==> config.mk <==
export PLATFORM = sky130hd
export DESIGN_NAME = eeprom_keymap_store
export DESIGN_NICKNAME = d
export VERILOG_FILES = /design/src/rtl/eeprom_keymap_store.sv
export SDC_FILE = /design/constraint.sdc
export NUM_CORES = 1
export LEC_CHECK = 0
export CAP_MARGIN = 20
export CORE_MARGIN = 2
export CORE_UTILIZATION = 33
export CTS_CLUSTER_SIZE = 30
export DETAILED_ROUTE_END_ITERATION = 7
export GPL_ROUTABILITY_DRIVEN = 0
export PLACE_DENSITY = 0.52
export SYNTH_ARGS = -nofsm -noshare
export SYNTH_HDL_FRONTEND = slang
export SYNTH_SLANG_ARGS = --single-unit
==> constraint.sdc <==
create_clock -name i_clk -period 3.1 [get_ports i_clk]
set_clock_uncertainty 0.15 [all_clocks]
set_input_delay 0.62 -clock i_clk [delete_from_list [all_inputs] [get_ports i_clk]]
set_output_delay 0.62 -clock i_clk [all_outputs]
set_load 0.02 [all_outputs]
==> src/rtl/eeprom_keymap_store.sv <==
// Keymap store backed by an I2C EEPROM controller.
// Holds NUM_KEYS 8-bit entries with per-entry dirty bits. A load reads every entry from
// EEPROM (BASE_ADDR + index); a save writes back only dirty entries. Host writes mark
// entries dirty. Each byte transfer is guarded by a TIMEOUT-cycle watchdog.
// Ports:
//   i_clk, i_rst_n                 clock, asynchronous active-low reset
//   i_load_req, i_save_req         request pulses (load wins; save while busy is queued)
//   i_wr_en/i_wr_index/i_wr_value  host entry write
//   i_rd_index/o_rd_value          combinational entry read (out of range reads 8'h00)
//   o_ee_start/o_ee_rw/o_ee_address/o_ee_data_in  command to the EEPROM controller
//   i_ee_data_out/i_ee_done        read data and one-cycle completion pulse
//   o_busy/o_loaded/o_error        status (error is sticky)
module eeprom_keymap_store #(
   parameter int unsigned NUM_KEYS  = 6,
   parameter logic [7:0]  BASE_ADDR = 8'h00,
   parameter bit          AUTO_LOAD = 1'b1,
   parameter int unsigned TIMEOUT   = 2_000_000
) (
   input  logic       i_clk,
   input  logic       i_rst_n,
   input  logic       i_load_req,
   input  logic       i_save_req,
   input  logic       i_wr_en,
   input  logic [3:0] i_wr_index,
   input  logic [7:0] i_wr_value,
   input  logic [3:0] i_rd_index,
   output logic [7:0] o_rd_value,
   output logic       o_ee_start,
   output logic       o_ee_rw,
   output logic [7:0] o_ee_address,
   output logic [7:0] o_ee_data_in,
   input  logic [7:0] i_ee_data_out,
   input  logic       i_ee_done,
   output logic       o_busy,
   output logic       o_loaded,
   output logic       o_error
);

   localparam int unsigned      CNT_W    = (TIMEOUT > 1) ? $clog2(TIMEOUT) : 1;
   localparam logic [CNT_W-1:0] CNT_LAST = CNT_W'(TIMEOUT - 1);
   localparam logic [3:0]       LAST_IDX = 4'(NUM_KEYS - 1);

   typedef enum logic [2:0] {
      StIdle, StLdIssue, StLdWait, StSvScan, StSvIssue, StSvWait
   } state_e;

   state_e              r_state;
   logic [3:0]          r_idx;
   logic [7:0]          r_entry [NUM_KEYS];
   logic [NUM_KEYS-1:0] r_dirty;
   logic                r_pending;
   logic                r_auto;      // one-shot load trigger after reset release
   logic                r_changed;   // entry[idx] rewritten since its save was issued
   logic [CNT_W-1:0]    r_cnt;
   logic                r_ee_start;
   logic                r_ee_rw;
   logic [7:0]          r_ee_address;
   logic [7:0]          r_ee_data_in;
   logic                r_loaded;
   logic                r_error;

   logic       w_loading;
   logic       w_wr_hit;
   logic       w_wr_same;
   logic       w_last;
   logic       w_timeout;
   logic [3:0] w_next_idx;
   logic [7:0] w_cur_entry;
   logic       w_cur_dirty;

   assign w_loading  = (r_state == StLdIssue) || (r_state == StLdWait);
   assign w_wr_hit   = i_wr_en && ({1'b0, i_wr_index} < 5'(NUM_KEYS)) && !w_loading;
   assign w_wr_same  = w_wr_hit && (i_wr_index == r_idx);
   assign w_last     = (r_idx == LAST_IDX);
   assign w_timeout  = (r_cnt == CNT_LAST);
   assign w_next_idx = r_idx + 4'd1;

   // Entry/dirty at the current sequence index.
   always_comb begin
      w_cur_entry = 8'h00;
      w_cur_dirty = 1'b0;
      for (int i = 0; i < int'(NUM_KEYS); i++) begin
         if (r_idx == 4'(i)) begin
            w_cur_entry = r_entry[i];
            w_cur_dirty = r_dirty[i];
         end
      end
   end

   always_comb begin
      o_rd_value = 8'h00;
      for (int i = 0; i < int'(NUM_KEYS); i++) begin
         if (i_rd_index == 4'(i)) o_rd_value = r_entry[i];
      end
   end

   always_ff @(posedge i_clk or negedge i_rst_n) begin
      if (!i_rst_n) begin
         r_state      <= StIdle;
         r_idx        <= 4'd0;
         for (int i = 0; i < int'(NUM_KEYS); i++) r_entry[i] <= 8'h00;
         r_dirty      <= '0;
         r_pending    <= 1'b0;
         r_auto       <= AUTO_LOAD;
         r_changed    <= 1'b0;
         r_cnt        <= '0;
         r_ee_start   <= 1'b0;
         r_ee_rw      <= 1'b0;
         r_ee_address <= 8'h00;
         r_ee_data_in <= 8'h00;
         r_loaded     <= 1'b0;
         r_error      <= 1'b0;
      end else begin
         r_ee_start <= 1'b0;
         // Queue saves that arrive mid-sequence; the timeout abort below may override.
         if (i_save_req && (r_state != StIdle)) r_pending <= 1'b1;

         case (r_state)
            StIdle: begin
               if (i_load_req || r_auto) begin
                  r_auto       <= 1'b0;
                  r_error      <= 1'b0;
                  r_pending    <= r_pending || i_save_req;
                  r_idx        <= 4'd0;
                  r_cnt        <= '0;
                  r_ee_start   <= 1'b1;
                  r_ee_rw      <= 1'b1;
                  r_ee_address <= BASE_ADDR;
                  r_state      <= StLdIssue;
               end else if (i_save_req || r_pending) begin
                  r_error   <= 1'b0;
                  r_pending <= 1'b0;
                  r_idx     <= 4'd0;
                  r_state   <= StSvScan;
               end
            end
            StLdIssue: begin
               r_cnt   <= r_cnt + CNT_W'(1);
               r_state <= StLdWait;
            end
            StLdWait: begin
               if (i_ee_done) begin
                  for (int i = 0; i < int'(NUM_KEYS); i++) begin
                     if (r_idx == 4'(i)) begin
                        r_entry[i] <= i_ee_data_out;
                        r_dirty[i] <= 1'b0;
                     end
                  end
                  if (w_last) begin
                     r_loaded <= 1'b1;
                     r_idx    <= 4'd0;
                     r_state  <= StIdle;
                  end else begin
                     r_idx        <= w_next_idx;
                     r_cnt        <= '0;
                     r_ee_start   <= 1'b1;
                     r_ee_address <= BASE_ADDR + {4'h0, w_next_idx};
                     r_state      <= StLdIssue;
                  end
               end else if (w_timeout) begin
                  r_error   <= 1'b1;
                  r_pending <= 1'b0;
                  r_idx     <= 4'd0;
                  r_state   <= StIdle;
               end else begin
                  r_cnt <= r_cnt + CNT_W'(1);
               end
            end
            StSvScan: begin
               if (w_cur_dirty) begin
                  r_cnt        <= '0;
                  r_changed    <= 1'b0;
                  r_ee_start   <= 1'b1;
                  r_ee_rw      <= 1'b0;
                  r_ee_address <= BASE_ADDR + {4'h0, r_idx};
                  // Send the value the entry holds after this cycle's host write, if any.
                  r_ee_data_in <= w_wr_same ? i_wr_value : w_cur_entry;
                  r_state      <= StSvIssue;
               end else if (w_last) begin
                  r_idx   <= 4'd0;
                  r_state <= StIdle;
               end else begin
                  r_idx <= w_next_idx;
               end
            end
            StSvIssue: begin
               r_cnt   <= r_cnt + CNT_W'(1);
               r_state <= StSvWait;
               if (w_wr_same) r_changed <= 1'b1;
            end
            StSvWait: begin
               if (i_ee_done) begin
                  // A host write during the transfer keeps the entry dirty.
                  if (!(r_changed || w_wr_same)) begin
                     for (int i = 0; i < int'(NUM_KEYS); i++) begin
                        if (r_idx == 4'(i)) r_dirty[i] <= 1'b0;
                     end
                  end
                  if (w_last) begin
                     r_idx   <= 4'd0;
                     r_state <= StIdle;
                  end else begin
                     r_idx   <= w_next_idx;
                     r_state <= StSvScan;
                  end
               end else if (w_timeout) begin
                  r_error   <= 1'b1;
                  r_pending <= 1'b0;
                  r_idx     <= 4'd0;
                  r_state   <= StIdle;
               end else begin
                  r_cnt <= r_cnt + CNT_W'(1);
                  if (w_wr_same) r_changed <= 1'b1;
               end
            end
            default: r_state <= StIdle;
         endcase

         // Host writes come last so they win over any dirty clear above.
         for (int i = 0; i < int'(NUM_KEYS); i++) begin
            if (w_wr_hit && (i_wr_index == 4'(i))) begin
               r_entry[i] <= i_wr_value;
               r_dirty[i] <= 1'b1;
            end
         end
      end
   end

   assign o_ee_start   = r_ee_start;
   assign o_ee_rw      = r_ee_rw;
   assign o_ee_address = r_ee_address;
   assign o_ee_data_in = r_ee_data_in;
   assign o_busy       = (r_state != StIdle);
   assign o_loaded     = r_loaded;
   assign o_error      = r_error;

endmodule

==> results of run 1 <==
==> registers in the layout, summed over array words and instances (netlist names), 3 cells and up <==
signal	cells
r_entry	48
o_ee_data_in	8
r_dirty	6
r_idx	4
o_ee_address	4
r_cnt	21
r_state	3
==> logic make-up after synthesis <==
kind of cell | synth area share [%]
AND/OR/NAND/NOR | 20.7
flip-flops | 40.2
AO/OA/AOI/OAI | 28.4
XOR/XNOR | 0.975
other | 0.0596
adder cells (fa/ha/maj) | 0.995
buffers and inverters | 5.81
multiplexers | 2.85
==> synthesized netlist by cell type (3+ instances only) <==
cell,count
dfrtp_1,100
nand2_1,98
nor2_1,65
o21ai_0,57
a21oi_1,44
a22oi_1,38
inv_1,36
clkbuf_1,35
a22o_1,26
a21o_1,18
nand3_1,15
o31ai_1,13
o22ai_1,12
or3_1,11
and2_1,10
and3_1,10
mux2i_1,10
or2_2,10
a221oi_1,9
buf_2,7
mux2_2,7
nand4_1,7
nor3_1,7
xnor2_1,6
buf_4,5
ha_1,5
a2bb2oi_1,4
buf_1,4
nand4b_1,4
nor2b_1,4
nor4_1,4
nor4_2,4
a31oi_1,3
nand2b_1,3
nand3b_1,3
o21a_1,3
o22a_1,3
o2bb2ai_1,3
o41ai_1,3
==> cell type report <==
| class | count | area share [%] |
|---|---|---|
| well taps | 234 | 3.87 |
| clock buffers | 9 | 2.98 |
| inverters | 36 | 1.79 |
| clock inverters | 7 | 0.993 |
| repair buffers | 104 | 11.8 |
| multi-input cells | 557 | 45.1 |
| flip-flops and latches | 101 | 33.4 |
==> per-stage QoR <==
stage	worst slack [ns]	cells	area (um^2)
after floorplan	0.493	746	6300
after global placement	-0.295	1032	7290
after detailed placement	-0.297	1032	7290
after CTS	0.0131	1048	7580
after global routing	0.00146	1048	7560
final	0.101	1048	7560
==> report_power, final <==
group	total, mW	switching (mW)	internal, mW
clock network	1.20	0.568	0.632
logic	3.25	1.83	1.42
registers	2.25	0.473	1.78
total	6.70	2.87	3.83
==> routing by layer <==
metal | wire (um) | up-vias | track usage (%)
met5 | 0 | - | 0
met4 | 191 | 0 | 4.00
met3 | 1040 | 22 | 4.04
met2 | 9930 | 203 | 34.5
met1 | 9210 | 3019 | 27.6
li1 | - | 2824 | -
==> how the worst max path moves through the flow <==
stage | start | end | depth (start not counted)
3_3_place_gp | i_rd_index[2] | o_rd_value[5] | 7
4_1_cts | i_rd_index[1] | o_rd_value[2] | 6
3_5_place_dp | i_rd_index[2] | o_rd_value[4] | 7
2_1_floorplan | r_idx[0]$_DFFE_PN0P_ | r_cnt[17]$_DFFE_PN0P_ | 8
6_report | i_rd_index[1] | o_rd_value[4] | 7
5_1_grt | i_rd_index[1] | o_rd_value[4] | 7
==> what timing repair did <==
action                     in CTS  in global routing
pin swaps                       0                  1
gates cloned                    0                  0
resized for setup               9                 17
setup buffers                   0                  0
setup endpoints to repair       8                 10
==> worst register-to-register path: stages (launching register included) <==
cell and delay [ns]:
dfrtp_1 0.46, ha_1 0.31, or3_1 0.41, a211oi_2 0.24
o31ai_2 0.14, a31o_2 0.37, or2_2 0.44, o41ai_2 0.35
==> results.ini, run 1 <==
[sta]
holdWs_ns = 0.156
finalHoldViolations = 0
maxSlewHeadroom_pct = 22.5
rsz0062_at_grt = no
fin_tns_setup_ns = 0
maxSlewViolCount = 0
worst_pin_slew_ns = 1.16
post-route-period-util_pct = 96.8
finalSetupViolations = 0
layout_min_cycle_time_ns = 3.00
max_freq_mhz = 333

[clocking]
ctsHtreeMaxLevel = 3
cts_tree = done
cts_root_buf = clkbuf_16
hold_buffers = 0
cts.reportedPaths.clkPinSlew_ns = 0.08
worstSkewPairLatency_ns = 0.36
cts.path.max_buffers = 2
cts_buffers = 9
clock-sinks = 101

[setup_path]
cp-start-kind = input pin
cp-end-kind = output pin
crit_slowest_cell = clkdlybuf4s50_1
path_buf_inv = 3
crit_family = buffers and inverters
r2r_cells = 7
cp_slowest_stage_delay_ns = 0.42
arrival_ns = 2.23
r2r-end = r_cnt[17]$_DFFE_PN0P_
r2r-start = r_idx[0]$_DFFE_PN0P_
required_ns = 2.33
path_class = in2out
reg2reg_setup_slack_ns = 0.15
worstPathCellList = clkdlybuf4s50_1 > or2_2 > nor2_1 > buf_4 > nand2_1 > o21a_1 > clkdlybuf4s15_1
crit_fanout = 6

[run]
max_cap_violations = 0

[finish]
utilization_pct = 40.4
multiInputGateArea_mm2 = 0.00341
antennaDiodeCount = 0
drive_gt1_share_pct = 13.4
fillers = 1893
final_common_cell = dfrtp_1
seq_area_mm2 = 0.00253
area_growth_pct = 20.3
nNetsFinal = 844
layout_common_cells = 100 x dfrtp_1, 98 x nand2_1, 65 x nor2_1

[floorplan]
io_pins = 59
die_area_mm2 = 0.0202
num_rows = 50
start_util_pct = 33.6
die_h_um = 142
core-area_mm2 = 0.0187
die_w_um = 142

[route]
drt_iter0_drc = 531
avgViaCountPerCell = 5.79
finalWirelength_um = 20400
drt_first_pass_iters = 5
vias = 6068
drtAntennaViolNets = 0
drc = 0
wire_per_inst_um = 19.4

[logic_synthesis]
mappedNetlistArea_mm2 = 0.00629
synth_top_area_share_pct = 39.8
synth_top_cell_by_area = dfrtp_1
syn_avg_cell_area_um2 = 8.46
synth.area.top_cells = dfrtp_1 40%, nand2_1 5.8%, o21ai_0 4.5%
syn_inst = 743
ys_warn_count = 0
synth_ff_type = dfrtp_1
yosysSeqAreaShare_pct = 40.2
synth_edf_count = 0
synth.distinct_cells = 71
synth-async-reset-ratio_pct = 100
ys_seq_elements = 101

[global_route]
grt_pass1_wl_um = 32500
antenna_found_initial = 0
grt-ovfl-total = 0
grtUsageTotal_pct = 20.5
grt_pass1_vias = 5864
grt_start_max_net_pins = 52

[pwr]
p_leak_nw = 3.43
power.density_mw_per_mm2 = 886
power_mw = 6.70
peakVddDrop_mv = 0.369

[placement]
port_buffers = 54
hpwl_um = 15000

[status]
status = finished clean

[min_path]
hold_path.class = in2async

No activity file was read; power rests on OpenSTA's default activity.
==> inputs of run 2 (changes only) <==
Settings changed: SKIP_LAST_GASP from default to 1.
==> run 2 against run 1 <==
  * Critical path depth unchanged
  * Clock-buffer cell count unchanged
  * Via count increased by 0.96%
  * Utilization about the same
  * Critical path type unchanged
  * Critical endpoint is now o_rd_value[3]
  * Non-clock buffer count unchanged
  * Setup slack got worse by 0.044 ns
  * Power about the same
  * Die area unchanged
  * Hold slack got worse by 0.00095 ns
  * Fmax decreased by 1.4%
  * Largest power group unchanged
  * Sequential share of layout area about the same
==> results.ini, run 2 (synthesis results as in run 1) <==
[clocking]
ctsHtreeMaxLevel = 3
cts_tree = done
clock-sinks = 101
cts_buffers = 9
hold_buffers = 0
cts_setup_buffers = 0
cts_root_buf = clkbuf_16
cts.path.max_buffers = 2
cts.reportedPaths.clkPinSlew_ns = 0.08
worstSkewPairLatency_ns = 0.36

[finish]
largest_reg_flops = 48
nNetsFinal = 844
drive_gt1_share_pct = 13.3
area_growth_pct = 20.3
final_cells = 1048
final_common_cell = dfrtp_1
layout_common_cells = 100 x dfrtp_1, 98 x nand2_1, 65 x nor2_1
fin_area_mm2 = 0.00757
largest_register = r_entry
antennaDiodeCount = 0

[global_route]
grtUsageTotal_pct = 20.5
grt_pass1_vias = 5864
met3_usage_pct = 4.04
grt_pass1_wl_um = 32500
gr-usage-met1_pct = 27.6
busiest_layer = met2
antenna_found_initial = 0
grt-ovfl-total = 0
met2_usage_pct = 34.5
grt_start_max_net_pins = 52

[floorplan]
die_w_um = 142
die_area_mm2 = 0.0202
core-area_mm2 = 0.0187
io_pins = 59
num_rows = 50
die_h_um = 142
start_util_pct = 33.6

[placement]
pre_cts_ws_ns = -0.297
hpwl_um = 15000
dp_cells = 1032
placed_cell_area_mm2 = 0.00729
port_buffers = 54

[sta]
maxSlewHeadroom_pct = 22.0
finalSetupViolations = 0
layout_min_cycle_time_ns = 3.04
finalHoldViolations = 0
worst_slack_ns = 0.0570
max_freq_mhz = 329
worst_pin_slew_ns = 1.16
fin_tns_setup_ns = 0
maxSlewViolCount = 0
post-route-period-util_pct = 98.2
rsz0062_at_grt = yes

[min_path]
hold_path.class = in2async

[setup_path]
r2r-end = r_cnt[17]$_DFFE_PN0P_
cp-start-kind = input pin
cp-end-kind = output pin
arrival_ns = 2.27
r2r-start = r_idx[0]$_DFFE_PN0P_
r2r_cells = 7
required_ns = 2.33
reg2reg_setup_slack_ns = 0.15
crit_fanout = 6
path_class = in2out

[route]
finalWirelength_um = 20400
drtAntennaViolNets = 0
drt_iter0_drc = 540
avgViaCountPerCell = 5.85
drt_first_pass_iters = 6
wire_per_inst_um = 19.4
drc = 0
vias = 6126

[pwr]
power.density_mw_per_mm2 = 886
power_mw = 6.70
peakVddDrop_mv = 0.369
p_leak_nw = 3.43

[run]
max_cap_violations = 0

[status]
status = finished clean

-- run 2: how the worst max path moves through the flow --
stage / depth (start not counted) / start / slack (ns) / end
2_1_floorplan: 8 / r_idx[0]$_DFFE_PN0P_ / 0.49 / r_cnt[17]$_DFFE_PN0P_
3_3_place_gp: 7 / i_rd_index[2] / -0.30 / o_rd_value[5]
3_5_place_dp: 7 / i_rd_index[2] / -0.30 / o_rd_value[4]
4_1_cts: 6 / i_rd_index[1] / 0.01 / o_rd_value[2]
5_1_grt: 7 / i_rd_index[1] / -0.04 / o_rd_value[3]
6_report: 7 / i_rd_index[1] / 0.06 / o_rd_value[3]
-- run 2: where the power goes --
part	internal (mW)	leakage, nW	switching [mW]
combinational	1.42	2.01	1.84
clock	0.632	0.143	0.564
sequential	1.78	1.28	0.475
total	3.83	3.43	2.88
-- run 2: repair_timing --
item                       4_1_cts  5_1_grt
setup endpoints to repair        8       10
gates resized for setup          9       15
pin swaps                        0        1
-- run 2: cell type report --
class                   count  area (um^2)
clock buffers               9          225
clock inverters             7         75.1
fillers                  1891        11100
inverters                  36          135
multi-input cells         557         3410
flip-flops and latches    101         2530
well taps                 234          293
repair buffers            104          898
-- run 2: worst max-delay path, cell delays in order --
cell             delay, ns
clkdlybuf4s50_1       0.42
or2_2                 0.31
nor2_1                0.12
buf_4                 0.16
o21ai_0               0.08
a22o_1                0.23
dlygate4sd2_1         0.34
-- run 2: metal layers --
metal  vias to the layer above  wire, um
met3                        26      1030
met4                         0       231
met5                         -         0
met2                       219      9960
met1                      3055      9170
li1                       2826         -
-- run 2: per-stage QoR --
step,hold WS [ns],util (%)
finish,0.155,40.5
global route,0.204,40.5
CTS,0.181,40.5
detailed placement,0.312,39.0
global placement,0.309,39.0
floorplan,0.174,-
==> RTL change: new RTL, settings of run 2 <==
Change the parameter `AUTO_LOAD` from 1'b1 to 1'b0.
--- a/src/rtl/eeprom_keymap_store.sv
+++ b/src/rtl/eeprom_keymap_store.sv
@@ -14,5 +14,5 @@
    parameter int unsigned NUM_KEYS  = 6,
    parameter logic [7:0]  BASE_ADDR = 8'h00,
-   parameter bit          AUTO_LOAD = 1'b1,
+   parameter bit          AUTO_LOAD = 1'b0,
    parameter int unsigned TIMEOUT   = 2_000_000
 ) (
Check against the original RTL: not equivalent (a bounded check fails within 4 cycles, from zero or initial values and one cycle with i_rst_n low).
==> RTL change against run 2 <==
  * Setup slack got worse by 0.030 ns
  * First-iteration DRC count grew 0.93%
  * Largest cell class unchanged
  * Sequential cell count down 1
  * Synthesized area increased by 1.7%
  * Total power rose by 1.1%
  * Wire length down 1.9%
  * Final area grew 0.83%
  * Clock power is 11% lower
  * Count of clock-buffer cells in the layout is 1 higher
  * Global-route usage is 0.42 points lower
==> RTL change: results (changes against run 2) <==
placed cells 1,029 (-0.29%); reg2reg end r_cnt[9]; total track usage 0.2008 (-0.004212); Non-clk bufs 100 (-3.8%); Seq/Total Area, Yosys 0.3914 (-0.01072); initial DRC count 545 (+0.93%); multi-input gate count 542 (-2.7%); Power Sequential 2.33 mW (+4%); vias in the first global route 5,699 (-2.8%); Worst Reg-to-Reg Cells 8 (+1); CLK BUF 10 (+1); Routed WL per cell 19.12 µm (-1.7%); run status finished clean; average size of a mapped cell 8.992 µm² (+6.2%); 1st-pass router iterations 5 (-1); Final clock-cell share 0.03526 (-0.004425); Routed Wire Length 20.00 mm (-1.9%); register bit count reported by yosys 100 (-0.99%); count of cell types in the netlist 77 (+8.5%); Mapped Cells 711 (-4.3%); worst reg2reg setup slack 0.36 ns (+0.21 ns); Int Power 3.761 mW (-1.7%); Leak Pwr 3.406 nW (-0.75%); most common library cells after synthesis dfrtp_1 (100), nand2_1 (74), o21ai_0 (69); actual slew at the worst max-slew pin 0.6999 ns (-0.4618 ns); maximum vdd drop 0.3143 mV (-15%); Seq area share 0.3280 (-0.006184); CP max stage delay 0.55 ns (+0.13 ns); Vias per Instance 5.659 (-3.2%); Fill cells 1,895 (+0.21%); CP arrival 2.30 ns (+0.03 ns)
==> RTL change: cell count changes after synthesis, sizes merged, moves of 13 or more <==
cell,run 2,this run
a21o,19,39
a22o,26,43
a22oi,38,17
clkbuf,35,19
nand2,99,75
o21ai,58,71
==> RTL change: layer usage <==
| layer | global-route usage | vias up | part of all wire |
|---|---|---|---|
| li1 | - | 2769 | - |
| met1 | 0.2880 | 2943 | 0.47 |
| met2 | 0.3140 | 185 | 0.47 |
| met3 | 0.02683 | 22 | 0.046 |
| met4 | 0.06253 | 0 | 0.013 |
| met5 | 0 | - | 0 |
==> RTL change: kinds of logic after synthesis <==
family | Yosys count | synth area share
flops | 100 | 0.3914
simple gates | 227 | 0.1912
buf+inv | 72 | 0.05518
compound gates | 277 | 0.3020
fa+ha+maj | 5 | 0.009785
xor+xnor | 7 | 0.01076
other cells | 1 | 0.0005865
mux | 22 | 0.03914
